File: config.mk
export PLATFORM = sky130hd
export DESIGN_NAME = whack_round_scheduler
export DESIGN_NICKNAME = d
export VERILOG_FILES = /design/src/rtl/whack_pkg.sv /design/src/rtl/whack_round_scheduler_round_judge.sv /design/src/rtl/whack_round_scheduler.sv
export SDC_FILE = /design/constraint.sdc
export NUM_CORES = 1
export LEC_CHECK = 0
export CAP_MARGIN = 30
export CORE_MARGIN = 4
export CORE_UTILIZATION = 45
export CTS_CLUSTER_DIAMETER = 100
export DETAILED_ROUTE_END_ITERATION = 12
export GPL_TIMING_DRIVEN = 0
export PLACE_DENSITY = 0.82
export SYNTH_ARGS = -nofsm -noshare
export SYNTH_HDL_FRONTEND = slang
export SYNTH_SLANG_ARGS = --single-unit
File: constraint.sdc
create_clock -name clk -period 3.14 [get_ports clk]
set_clock_uncertainty 0.05 [all_clocks]
set_input_delay 0.785 -clock clk [delete_from_list [all_inputs] [get_ports clk]]
set_output_delay 0.785 -clock clk [all_outputs]
set_load 0.03 [all_outputs]
File: src/rtl/whack_pkg.sv
// Shared types, default geometry and helpers for the whack game sequencer.
package whack_pkg;

  // Default game geometry; the top-level parameters start from these values.
  localparam int DEF_MAX_MS    = 2047;
  localparam int DEF_LED_NUM   = 18;
  localparam int DEF_ROUNDS    = 10;
  localparam int DEF_MAX_LIVES = 3;

  // Field widths derived from the default geometry.
  localparam int TIMER_W = $clog2(DEF_MAX_MS);
  localparam int IDX_W   = $clog2(DEF_LED_NUM);
  localparam int SCORE_W = $clog2(DEF_ROUNDS + 1);
  localparam int LIVES_W = $clog2(DEF_MAX_LIVES + 1);

  typedef enum logic [2:0] {
    IDLE = 3'd0,
    GAP  = 3'd1,
    SHOW = 3'd2,
    HIT  = 3'd3,
    MISS = 3'd4,
    OVER = 3'd5
  } state_t;

  // Shrink the LED-on window by one step, never dropping below the floor.
  // Done in plain int arithmetic so the subtraction can never wrap.
  function automatic int shrink_on_time(input int cur, input int step, input int floor_v);
    if (cur >= floor_v + step) begin
      return cur - step;
    end else begin
      return floor_v;
    end
  endfunction

endpackage

File: src/rtl/whack_round_scheduler_round_judge.sv
// Round judge: holds the target LED and the switch snapshot taken at the
// start of the lit window, and decides hit/miss from the toggles since then.
module round_judge
  import whack_pkg::*;
#(
  parameter int LED_NUM_P = DEF_LED_NUM,
  parameter int TIMER_W_P = TIMER_W,
  parameter int IDX_W_P   = IDX_W
) (
  input  logic                 clk,
  input  logic                 reset,
  input  logic                 capture_i,
  input  logic [LED_NUM_P-1:0] switches_i,
  input  logic [IDX_W_P-1:0]   random_value_i,
  input  logic [TIMER_W_P-1:0] timer_value_i,
  input  logic [TIMER_W_P-1:0] on_time_i,
  output logic [LED_NUM_P-1:0] target_o,
  output logic                 hit_o,
  output logic                 miss_o
);

  localparam logic [LED_NUM_P-1:0] ONE_HOT0 = {{(LED_NUM_P-1){1'b0}}, 1'b1};

  logic [LED_NUM_P-1:0] target_q, target_d;
  logic [LED_NUM_P-1:0] snap_q, snap_d;
  logic [LED_NUM_P-1:0] diff_s;
  logic [IDX_W_P-1:0]   idx_s;

  // The random source may exceed the LED count, so fold it into range.
  assign idx_s = IDX_W_P'(32'(random_value_i) % 32'(LED_NUM_P));

  // Load a new target and snapshot when the dark gap ends, otherwise hold.
  always_comb begin
    target_d = target_q;
    snap_d   = snap_q;
    if (capture_i) begin
      target_d = ONE_HOT0 << idx_s;
      snap_d   = switches_i;
    end else begin
      target_d = target_q;
      snap_d   = snap_q;
    end
  end

  // Target and snapshot registers, cleared by reset.
  always_ff @(posedge clk) begin
    if (reset) begin
      target_q <= {LED_NUM_P{1'b0}};
      snap_q   <= {LED_NUM_P{1'b0}};
    end else begin
      target_q <= target_d;
      snap_q   <= snap_d;
    end
  end

  // A hit is exactly the target toggled; anything else toggled, or running
  // out of time, is a miss. A hit on the timeout cycle still counts as a hit.
  assign diff_s   = switches_i ^ snap_q;
  assign hit_o    = (target_q != {LED_NUM_P{1'b0}}) && (diff_s == target_q);
  assign miss_o   = !hit_o && ((diff_s != {LED_NUM_P{1'b0}}) || (timer_value_i >= on_time_i));
  assign target_o = target_q;

endmodule

File: src/rtl/whack_round_scheduler.sv
// Whack game sequencer: drives the shared ms timer through gap and lit
// windows, draws targets, judges rounds and keeps score/lives/round/on-time.
module whack_round_scheduler
  import whack_pkg::*;
#(
  parameter int MAX_MS      = DEF_MAX_MS,
  parameter int LED_NUM     = DEF_LED_NUM,
  parameter int ROUNDS      = DEF_ROUNDS,
  parameter int START_ON_MS = 1000,
  parameter int MIN_ON_MS   = 250,
  parameter int STEP_MS     = 75,
  parameter int GAP_MS      = 500,
  parameter int MAX_LIVES   = DEF_MAX_LIVES
) (
  input  logic                           clk,
  input  logic                           reset,
  input  logic                           start,
  input  logic [$clog2(MAX_MS)-1:0]      timer_value,
  input  logic [$clog2(LED_NUM)-1:0]     random_value,
  input  logic [LED_NUM-1:0]             switches,
  output logic                           timer_reset,
  output logic                           timer_up,
  output logic                           timer_enable,
  output logic                           rng_advance,
  output logic [LED_NUM-1:0]             led_on,
  output logic [$clog2(ROUNDS+1)-1:0]    score,
  output logic [$clog2(MAX_LIVES+1)-1:0] lives,
  output logic [$clog2(ROUNDS+1)-1:0]    round_idx,
  output logic                           game_over
);

  localparam int TW = $clog2(MAX_MS);
  localparam int IW = $clog2(LED_NUM);
  localparam int SW = $clog2(ROUNDS + 1);
  localparam int LW = $clog2(MAX_LIVES + 1);

  state_t          state_q, state_d;
  logic [SW-1:0]   score_q, score_d;
  logic [LW-1:0]   lives_q, lives_d;
  logic [SW-1:0]   round_q, round_d;
  logic [TW-1:0]   on_time_q, on_time_d;
  logic            start_q;

  logic            start_edge_s;
  logic            new_game_s;
  logic            capture_s;
  logic            hit_s;
  logic            miss_s;
  logic            last_round_s;
  logic [LED_NUM-1:0] target_s;

  logic            timer_reset_s;
  logic            timer_enable_s;
  logic            rng_advance_s;
  logic            game_over_s;
  logic [LED_NUM-1:0] led_on_s;

  assign start_edge_s = start && !start_q;
  assign last_round_s = (round_q == SW'(ROUNDS - 1));

  round_judge #(
    .LED_NUM_P (LED_NUM),
    .TIMER_W_P (TW),
    .IDX_W_P   (IW)
  ) u_judge (
    .clk            (clk),
    .reset          (reset),
    .capture_i      (capture_s),
    .switches_i     (switches),
    .random_value_i (random_value),
    .timer_value_i  (timer_value),
    .on_time_i      (on_time_q),
    .target_o       (target_s),
    .hit_o          (hit_s),
    .miss_o         (miss_s)
  );

  // State, counters and start-edge history; start_q is preset so a start
  // held through reset does not look like a fresh press.
  always_ff @(posedge clk) begin
    if (reset) begin
      state_q   <= IDLE;
      score_q   <= {SW{1'b0}};
      lives_q   <= {LW{1'b0}};
      round_q   <= {SW{1'b0}};
      on_time_q <= {TW{1'b0}};
      start_q   <= 1'b1;
    end else begin
      state_q   <= state_d;
      score_q   <= score_d;
      lives_q   <= lives_d;
      round_q   <= round_d;
      on_time_q <= on_time_d;
      start_q   <= start;
    end
  end

  // Next-state, counter updates and per-state output decode.
  always_comb begin
    state_d        = state_q;
    score_d        = score_q;
    lives_d        = lives_q;
    round_d        = round_q;
    on_time_d      = on_time_q;
    new_game_s     = 1'b0;
    capture_s      = 1'b0;
    timer_reset_s  = 1'b0;
    timer_enable_s = 1'b0;
    rng_advance_s  = 1'b0;
    game_over_s    = 1'b0;
    led_on_s       = {LED_NUM{1'b0}};

    case (state_q)
      IDLE: begin
        timer_reset_s = 1'b1;
        if (start_edge_s) begin
          new_game_s = 1'b1;
        end else begin
          state_d = IDLE;
        end
      end
      GAP: begin
        timer_enable_s = 1'b1;
        if (timer_value == TW'(GAP_MS)) begin
          timer_reset_s = 1'b1;
          capture_s     = 1'b1;
          state_d       = SHOW;
        end else begin
          state_d = GAP;
        end
      end
      SHOW: begin
        timer_enable_s = 1'b1;
        led_on_s       = target_s;
        if (hit_s) begin
          state_d = HIT;
        end else if (miss_s) begin
          state_d = MISS;
        end else begin
          state_d = SHOW;
        end
      end
      HIT: begin
        timer_reset_s = 1'b1;
        rng_advance_s = 1'b1;
        score_d       = score_q + SW'(1);
        round_d       = round_q + SW'(1);
        on_time_d     = TW'(shrink_on_time(int'(on_time_q), STEP_MS, MIN_ON_MS));
        if (last_round_s) begin
          state_d = OVER;
        end else begin
          state_d = GAP;
        end
      end
      MISS: begin
        timer_reset_s = 1'b1;
        rng_advance_s = 1'b1;
        lives_d       = lives_q - LW'(1);
        round_d       = round_q + SW'(1);
        if ((lives_q == LW'(1)) || last_round_s) begin
          state_d = OVER;
        end else begin
          state_d = GAP;
        end
      end
      OVER: begin
        game_over_s = 1'b1;
        led_on_s    = {LED_NUM{1'b1}};
        if (start_edge_s) begin
          new_game_s = 1'b1;
        end else begin
          state_d = OVER;
        end
      end
      default: begin
        state_d       = IDLE;
        timer_reset_s = 1'b1;
      end
    endcase

    if (new_game_s) begin
      state_d   = GAP;
      score_d   = {SW{1'b0}};
      lives_d   = LW'(MAX_LIVES);
      round_d   = {SW{1'b0}};
      on_time_d = TW'(START_ON_MS);
    end else begin
      state_d = state_d;
    end
  end

  assign timer_reset  = timer_reset_s;
  assign timer_up     = 1'b1;
  assign timer_enable = timer_enable_s;
  // A reset landing on a HIT/MISS cycle must not consume a random value.
  assign rng_advance  = rng_advance_s && !reset;
  assign led_on       = led_on_s;
  assign score        = score_q;
  assign lives        = lives_q;
  assign round_idx    = round_q;
  assign game_over    = game_over_s;

endmodule

### After elaboration in Yosys (flattened, before gate mapping)

Cells that the tools add are included.

| word-level totals | value |
|---|---|
| logic and storage cells | 76 |
| latch bits | 0 |
| output and inout port bits | 33 |
| memories kept | 0 |
| input bits | 37 |
| register bits | 61 |
| memory bits (writable) | 0 |
| memory bits (read-only) | 0 |

| operators by class | value |
|---|---|
| $mul | 0 |
| $lt $le $gt $ge | 2 |
| equal/unequal tests | 13 |
| div/mod/pow operators | 1 |
| bitwise operators | 1 |
| add/subtract/negate cells | 4 |
| multiplexer cells | 23 |
| shifts and indexed selects | 1 |
| reductions and logical operators | 21 |

Operators by type and width:

| cell | number |
|---|---|
| case mux 18 bit (2 select lines) | 1 |
| nonzero test 18 bit | 2 |
| modulo 5 x 5 -> 32 bit (second input constant) | 1 |
| two-way mux 10 bit | 2 |
| == test 18 bit | 1 |
| two-way mux 3 bit | 6 |
| case mux 3 bit (6 select lines) | 1 |
| << shifter 1 x 5 -> 18 bit (first input constant) | 1 |
| bitwise XOR 18 bit | 1 |
| == test 11 x 9 -> 1 bit (second input constant) | 1 |
| greater-or-equal comparator 11 bit | 1 |
| greater-or-equal comparator 11 x 9 -> 1 bit (second input constant) | 1 |
| two-way mux 11 bit | 1 |
| subtractor 11 x 7 -> 11 bit (second input constant) | 1 |
| OR reduction 2 bit | 5 |
| adder 4 x 1 -> 4 bit (second input constant) | 2 |
| two-way mux 1 bit | 8 |
| == test 3 x 2 -> 1 bit (second input constant) | 2 |
| == test 3 bit (second input constant) | 2 |
| two-way mux 2 bit | 3 |
| inequality test 3 bit (second input constant) | 2 |
| == test 4 bit (second input constant) | 1 |
| logical AND 1 bit | 4 |
| inequality test 2 bit (second input constant) | 2 |
| other kinds (9) | 14 |

### Logic depth before layout (Yosys ltp)

Gate-level depths: netlist of the first run.

| depth | value |
|---|---|
| word-level depth | 9 |
| gate-level depth with buffers | 8 |

### Modules after synthesis

A second synthesis of the first run with hierarchy kept.

| unflattened totals | value |
|---|---|
| cells, all modules | 449 |
| area, all modules | 3849.9 sq um |

By module, submodules not included:

| module | seq. area each (sq um) | cells each | instances | area each (sq um) |
|---|---|---|---|---|
| round_judge | 720.7 | 249 | 1 | 2212.1 |
| whack_round_scheduler | 500.5 | 200 | 1 | 1637.8 |

### Worst setup path before layout of the first run

No wires, ideal clock.

| path | value |
|---|---|
| kind | input to output |
| from | input timer_value[0] |
| to | output timer_reset |
| cell stages on the path | 5 |
| data arrival time | 2342 ps |
| required time | 2305 ps |
| setup slack | -37 ps |
| buffers on the path | 1 |
| path through | nor4b_1 nand4_1 nor3_1 clkbuf_1 or2_2 |

| on the way | value |
|---|---|
| cells in the longest elaborated chain, start to end | 3 |

Ends and longest elaborated chain:

| what | line | text |
|---|---|---|
| from (decl) | whack_round_scheduler.sv:18 | `input logic [$clog2(MAX_MS)-1:0] timer_value,` |
| == test 11 x 9 -> 1 bit | whack_round_scheduler.sv:124 | `if (timer_value == TW'(GAP_MS)) begin` |
| two-way mux 1 bit | whack_round_scheduler.sv:124 |  |
| case mux 1 bit (2 select lines) | whack_round_scheduler.sv:113 | `case (state_q)` |
| to (decl) | whack_round_scheduler.sv:21 | `output logic timer_reset,` |

No other way between the ends.

### Final worst setup path of the first run

| path | value |
|---|---|
| from | input timer_value[7] |
| to | output timer_reset |

The elaborated chain is that of the path after synthesis.

==> results.md, run 1 <==
- TNS Setup: 0 ps
- Die width: 97.9 um
- WL final: 9690 um
- Die Ht: 97.9 um
- Syn Inst Count: 418
- Vias per inst: 5.59
- Synth Register Bits: 61
- Initial Util: 46.6%
- Met2 usage: 35.6%
- # hold bufs at CTS: 0
- First-pass GRT wire length: 16000 um
- Grt ovf: 0
- Register area share after synthesis: 33.6%
- Most used DFF post-synth: dfxtp_1
- Final setup fails: 0
- Layer carrying the most global-route usage: met2
- Worst EP arrival: 2250 ps
- Power Dens Cells: 345 nW/um^2
- Final hold violations: 0
- RSZ-0062 raised after global routing: false
- Post-detailed-route wirelength per cell: 16.1 um
- Syn nets: 475
- Share of cells above drive strength 1: 7.40%
- CP Launch Type: primary input
- # diodes: 0
- Cell Rows: 32
- Avg Cell Area, Syn: 8.70 um^2
- Via count: 3367
- CP max stage cell: clkdlybuf4s50_1
- DRT Pass-1 Iters: 4
- Static leakage: 1.97 nW
- Final period util: 98.2%
- DPL Wire Length: 7360 um
- Placer congestion estimate: 0.875
- Area growth from synthesis to final layout: 28.2%
- Area contributors post-synth: dfxtp_1 (34%), ha_1 (6.9%), xnor2_1 (6.5%)
- DR DRC count: 0
- Ys Warns: 0
- HP Class: flop to flop
- Relative slew margins: 55.2%
- R2R Path Start: u_judge.snap_q[16]
- Leading area contributor after synthesis: dfxtp_1
- Distinct cell type count after synthesis: 48
- Vias in the first global route: 3321
- Worst slew pin tran: 663 ps
- CTS tree: done
- GRT Util Overall: 20.3%
- CP Max Fanout: 2
- HP Start: score[1]
- DP Area: 4430 um^2
- Initial antenna violation count: 0
- # IOs: 70
- Root buf cell: clkbuf_8
- Slew Limit Fails: 0
- Async set-reset flop share out of synthesis: 0%
- Crit end category: output pin
- Synth top area share: 33.6%
- Met3 usage: 3.71%
- Cell Area, Synth: 3630 um^2
- Final nets: 552
- Crit path cell chain: clkdlybuf4s50_1 -> nor2b_1 -> nand4_1 -> nor3_4 -> clkbuf_8 -> or2_2 -> buf_6
- Min cycle time layout: 3080 ps
- F_max: 324 MHz
- Pre-CTS WS: -1420 ps
- Total CTS buffers: 9
- CTS clock-pin slew for the worst setup and hold paths: 60 ps
- Buffers added on ports: 67
- Slowest cell delay on critical path: 490 ps
- Die area: 9580 um^2
- Worst Setup SP: timer_value[7]
- H-tree levels: 3
- Max Cap Viol: 0
- Peak supply drop: 0.207 mV
- Core Box Area: 7810 um^2
- Clk Latency, worst-skew pair: 330 ps
- Critical path type: primary input to output pin
- Number of synthesized flops with an enable pin: 0
- Starting DRC count in detailed routing: 158
- Post-route ant nets: 0
- Met1 usage: 25.0%
- Overall power: 1.61 mW
- Status: finished, final reports clean
- Worst path required time: 2300 ps
- Largest net degree at the start of global routing: 11
- Worst setup margin: 56.4 ps
- CTS sink count: 61
- Clock tree buffer depth: 2
- Fin area: 4660 um^2
==> flip-flops by register name (all words and copies together), names as in the netlist <==
| signal | flops |
|---|---|
| u_judge.target_o | 18 |
| lives | 2 |
| on_time_q | 11 |
| round_idx | 4 |
| u_judge.snap_q | 18 |
| score | 4 |
| start_q | 1 |
| state_q | 3 |
==> cell families after synthesis <==
| family | Yosys count | share of synthesized area [%] |
|---|---|---|
| adders and majority gates | 20 | 6.88 |
| muxes | 20 | 5.51 |
| buffers and inverters | 35 | 3.75 |
| xor gates and xnor gates | 49 | 14.1 |
| other | 1 | 0.103 |
| AOI/OAI and AO/OA | 91 | 17.2 |
| DFF | 61 | 33.6 |
| and+or+nand+nor | 141 | 18.9 |
==> placed cells by master, fill, tap and decap left out, types with 3 or more instances in the layout <==
master	n
dfxtp_1	59
nor2_1	50
clkdlybuf4s50_1	47
nand2_1	31
xnor2_1	27
mux2i_1	20
ha_1	20
a21o_1	19
a21oi_1	19
inv_1	18
o21ai_0	17
dlygate4sd2_1	17
xor2_1	16
clkbuf_8	12
clkbuf_1	11
nand4_1	10
nor3_1	10
a22o_1	9
nand2b_1	6
xnor3_1	6
nor2b_1	5
nor4_1	5
a311oi_1	4
buf_4	4
or3_1	3
clkbuf_2	3
or2_2	3
o21a_1	3
or4_1	3
a31oi_1	3
a32o_1	3
==> power breakdown <==
group          switching (mW)  internal (mW)
clock network           0.296          0.330
logic                   0.104         0.0918
registers             0.00560          0.780
==> cell type report <==
cell class / count / area (um^2)
Clock inverter: 1 / 5.00
Timing Repair Buffer: 70 / 677
Fill cell: 684 / 3150
Tap cell: 102 / 128
Buffer: 13 / 67.6
Clock buffer: 15 / 166
Sequential cell: 61 / 1220
Inverter: 18 / 67.6
Multi-Input combinational cell: 322 / 2320
==> synth_stat cells (3+ instances only) <==
| library cell | number |
|---|---|
| dfxtp_1 | 61 |
| nor2_1 | 50 |
| nand2_1 | 31 |
| xnor2_1 | 27 |
| ha_1 | 20 |
| mux2i_1 | 20 |
| a21o_1 | 19 |
| a21oi_1 | 19 |
| inv_1 | 18 |
| o21ai_0 | 17 |
| xor2_1 | 16 |
| clkbuf_1 | 15 |
| nor3_1 | 13 |
| nand4_1 | 10 |
| a22o_1 | 9 |
| nand2b_1 | 6 |
| xnor3_1 | 6 |
| nor2b_1 | 5 |
| nor4_1 | 5 |
| a311oi_1 | 4 |
| or4_1 | 4 |
| a31oi_1 | 3 |
| a32o_1 | 3 |
| nor4b_1 | 3 |
| o21a_1 | 3 |
| or2_2 | 3 |
| or3_1 | 3 |
==> metrics by stage <==
stage	util, %	cells	hold slack [ps]
after floorplan	-	418	417
after global placement	56.8	587	433
after detailed placement	56.8	587	444
after CTS	59.4	603	453
after global routing	59.7	602	471
final	59.7	602	452
==> metal layers <==
| layer | vias to the layer above | routed length [um] | share of wire (%) |
|---|---|---|---|
| met5 | - | 0 | 0 |
| met4 | 0 | 112 | 1.2 |
| met2 | 102 | 4790 | 49 |
| met1 | 1617 | 4230 | 44 |
| met3 | 9 | 552 | 5.7 |
| li1 | 1639 | - | - |
==> repair_timing <==
action / 4_1_cts / 5_1_grt
gates resized for setup: 37 / 8
setup buffers: 3 / 0
setup endpoints to repair: 21 / 12
pin swaps: 4 / 2
==> critical path, delay by kind of cell <==
family	cells	cell delay (ps)
buffers and inverters	3	770
and+or+nand+nor	4	680
==> worst paths after layout <==
check / depth (start not counted) / slack, ps / to
max: 7 / 60 / timer_reset
min: 2 / 450 / score[1]
max reg2reg: 6 / 700 / state_q[0]
min reg2reg: 2 / 450 / score[1]
Power figures use the tool's default switching activity.
==> run 2, diff against run 1 <==
SLEW_MARGIN = 10   (was unset)
==> results of run 2 <==
No change in the layout: final DEF, timing and power equal those of run 1.
==> run 3, diff against run 2 <==
TNS_END_PERCENT = 1   (was unset)
==> run 3 against run 2 <==
Compared with the run above: the run now ends with setup timing left; die area did not move; critical path depth did not move; maximum frequency decreased by 4.4%; non-clock buffer count is 1 higher; wire length decreased by 0.40%; core utilization is 0.064 points lower; via count grew 0.42%; flip-flop and latch count unchanged; hold slack gained 3.6 ps; critical path type unchanged; largest cell class unchanged; highest routed layer unchanged.
==> results.md, run 3 (same netlist as run 1, synthesis figures left out) <==
- Starting DRC count in detailed routing: 147
- Overall power: 1.61 mW
- Core Box Area: 7810 um^2
- Power Dens Cells: 345 nW/um^2
- Gate power share: 12.2%
- Post-route ant nets: 0
- Die area: 9580 um^2
- Critical path type: primary input to output pin
- Share of cells above drive strength 1: 6.79%
- Power share of the clock group: 38.9%
- Worst path required time: 2300 ps
- Worst EP arrival: 2390 ps
- R2R Path Start: u_judge.snap_q[16]
- H-tree levels: 3
- Clock tree buffer depth: 2
- Hold Path Sink: score[1]
- Initial antenna violation count: 0
- Max Cap Viol: 0
- Switching share of power: 25.1%
- Relative slew margins: 53.0%
- Worst setup margin: -84.4 ps
- CP Max Fanout: 2
- Largest net degree at the start of global routing: 11
- Slew Limit Fails: 0
- Worst slew pin tran: 695 ps
- Hold Crit Depth: 2
- R2R Setup Slk: 660 ps
- Pint: 1.20 mW
- Peak supply drop: 0.206 mV
- Clk Latency, worst-skew pair: 340 ps
- CTS sink count: 61
- # diodes: 0
- Final core utilization: 59.6%
- Most frequent cells in the layout: dfxtp_1 (59), clkdlybuf4s50_1 (51), nor2_1 (50)
- Die Ht: 97.9 um
- Grt ovf: 0
- Placer congestion estimate: 0.875
- Final nets: 553
- Die width: 97.9 um
- Post-detailed-route wirelength per cell: 16.0 um
- Reg2reg path depth: 6
- Layer carrying the most global-route usage: met2
- CP Launch Type: primary input
- F_max: 310 MHz
- DR DRC count: 0
- WL final: 9650 um
- HP Class: flop to flop
- NetSw: 403 uW
- Filler instances: 682
- Total CTS buffers: 9
- Vias per inst: 5.61
- DRT Pass-1 Iters: 5
- CTS clock-pin slew for the worst setup and hold paths: 60 ps
- Crit end category: output pin
- Worst r2r dst: state_q[0]
- Met3 usage: 3.71%
- Via count: 3381
- First-pass GRT wire length: 16000 um
- Initial Util: 46.6%
- Root buf cell: clkbuf_8
- Area growth from synthesis to final layout: 28.1%
- CTS tree: done
- Status: finished, violations left
- Cell Rows: 32
- Met2 usage: 35.6%
- Buffers added on ports: 67
- RSZ-0062 raised after global routing: true
- Static leakage: 1.96 nW
- HP Start: score[1]
- Met1 usage: 25.0%
- Min cycle time layout: 3220 ps
- Final period util: 103%
- Violated checks: setup timing
- Final setup fails: 1
- Vias in the first global route: 3321
- # IOs: 70
- GRT Util Overall: 20.3%
- Seq pwr share: 48.9%
- Commonest non-fill, non-tap cell in the layout: dfxtp_1
- Final hold violations: 0
- DPL Wire Length: 7360 um
-- run 3: power by group through the flow --
stage | clock network, mW | registers (mW) | logic [mW]
floorplan | 0 | 0.804 | 0.102
CTS | 0.627 | 0.785 | 0.195
global route | 0.664 | 0.786 | 0.215
finish | 0.625 | 0.786 | 0.197
global placement | 0 | 0.802 | 0.185
detailed placement | 0 | 0.802 | 0.194
-- run 3: worst max-delay path by stage --
stage / start / endpoint / slack, ps / cells after the start
global placement: timer_value[1] / timer_reset / -1370 / 7
floorplan: timer_value[0] / timer_reset / 120 / 5
CTS: timer_value[2] / timer_reset / -60 / 7
detailed placement: timer_value[4] / timer_reset / -1420 / 7
finish: timer_value[0] / timer_reset / -80 / 7
global route: timer_value[0] / timer_reset / -140 / 7
-- run 3: layout make-up --
| type | instances | area (um^2) | area share, % |
|---|---|---|---|
| Multi-Input combinational cell | 322 | 2310 | 49.7 |
| Timing Repair Buffer | 70 | 682 | 14.7 |
| Clock inverter | 1 | 5.00 | 0.108 |
| Sequential cell | 61 | 1220 | 26.3 |
| Buffer | 14 | 71.3 | 1.53 |
| Clock buffer | 15 | 166 | 3.58 |
| Tap cell | 102 | 128 | 2.74 |
| Inverter | 18 | 67.6 | 1.45 |
-- run 3: what timing repair did --
| action | 4_1_cts | 5_1_grt |
|---|---|---|
| setup buffers | 3 | 0 |
| hold endpoints to repair | 0 | 0 |
| pin swaps | 4 | 0 |
| hold buffers | 0 | 0 |
| setup endpoints to repair | 21 | 12 |
| gates resized for setup | 33 | 5 |
-- run 3: worst max-delay path: stages --
cell	delay [ps]
clkdlybuf4s50_1	460
nor4b_4	240
nand4_1	240
nor3_4	250
clkbuf_8	150
or2_2	120
buf_6	130
-- run 3: through the flow --
step	hold slack [ps]	setup slack [ps]	setup TNS [ps]	area, um^2	std cells
6_report	456	-84.4	-84.4	4650	603
5_1_grt	471	-144	-248	4650	603
4_1_cts	453	-63.2	-63.2	4640	603
3_5_place_dp	444	-1420	-10310	4430	587
3_3_place_gp	433	-1370	-7650	4430	587
2_1_floorplan	417	120	0	3640	418
-- run 3: routing by layer --
layer	up-vias	routed length (um)	share of wire [%]
li1	1643	-	-
met1	1605	4250	44
met2	118	4740	49
met3	15	536	5.6
met4	0	130	1.3
met5	-	0	0
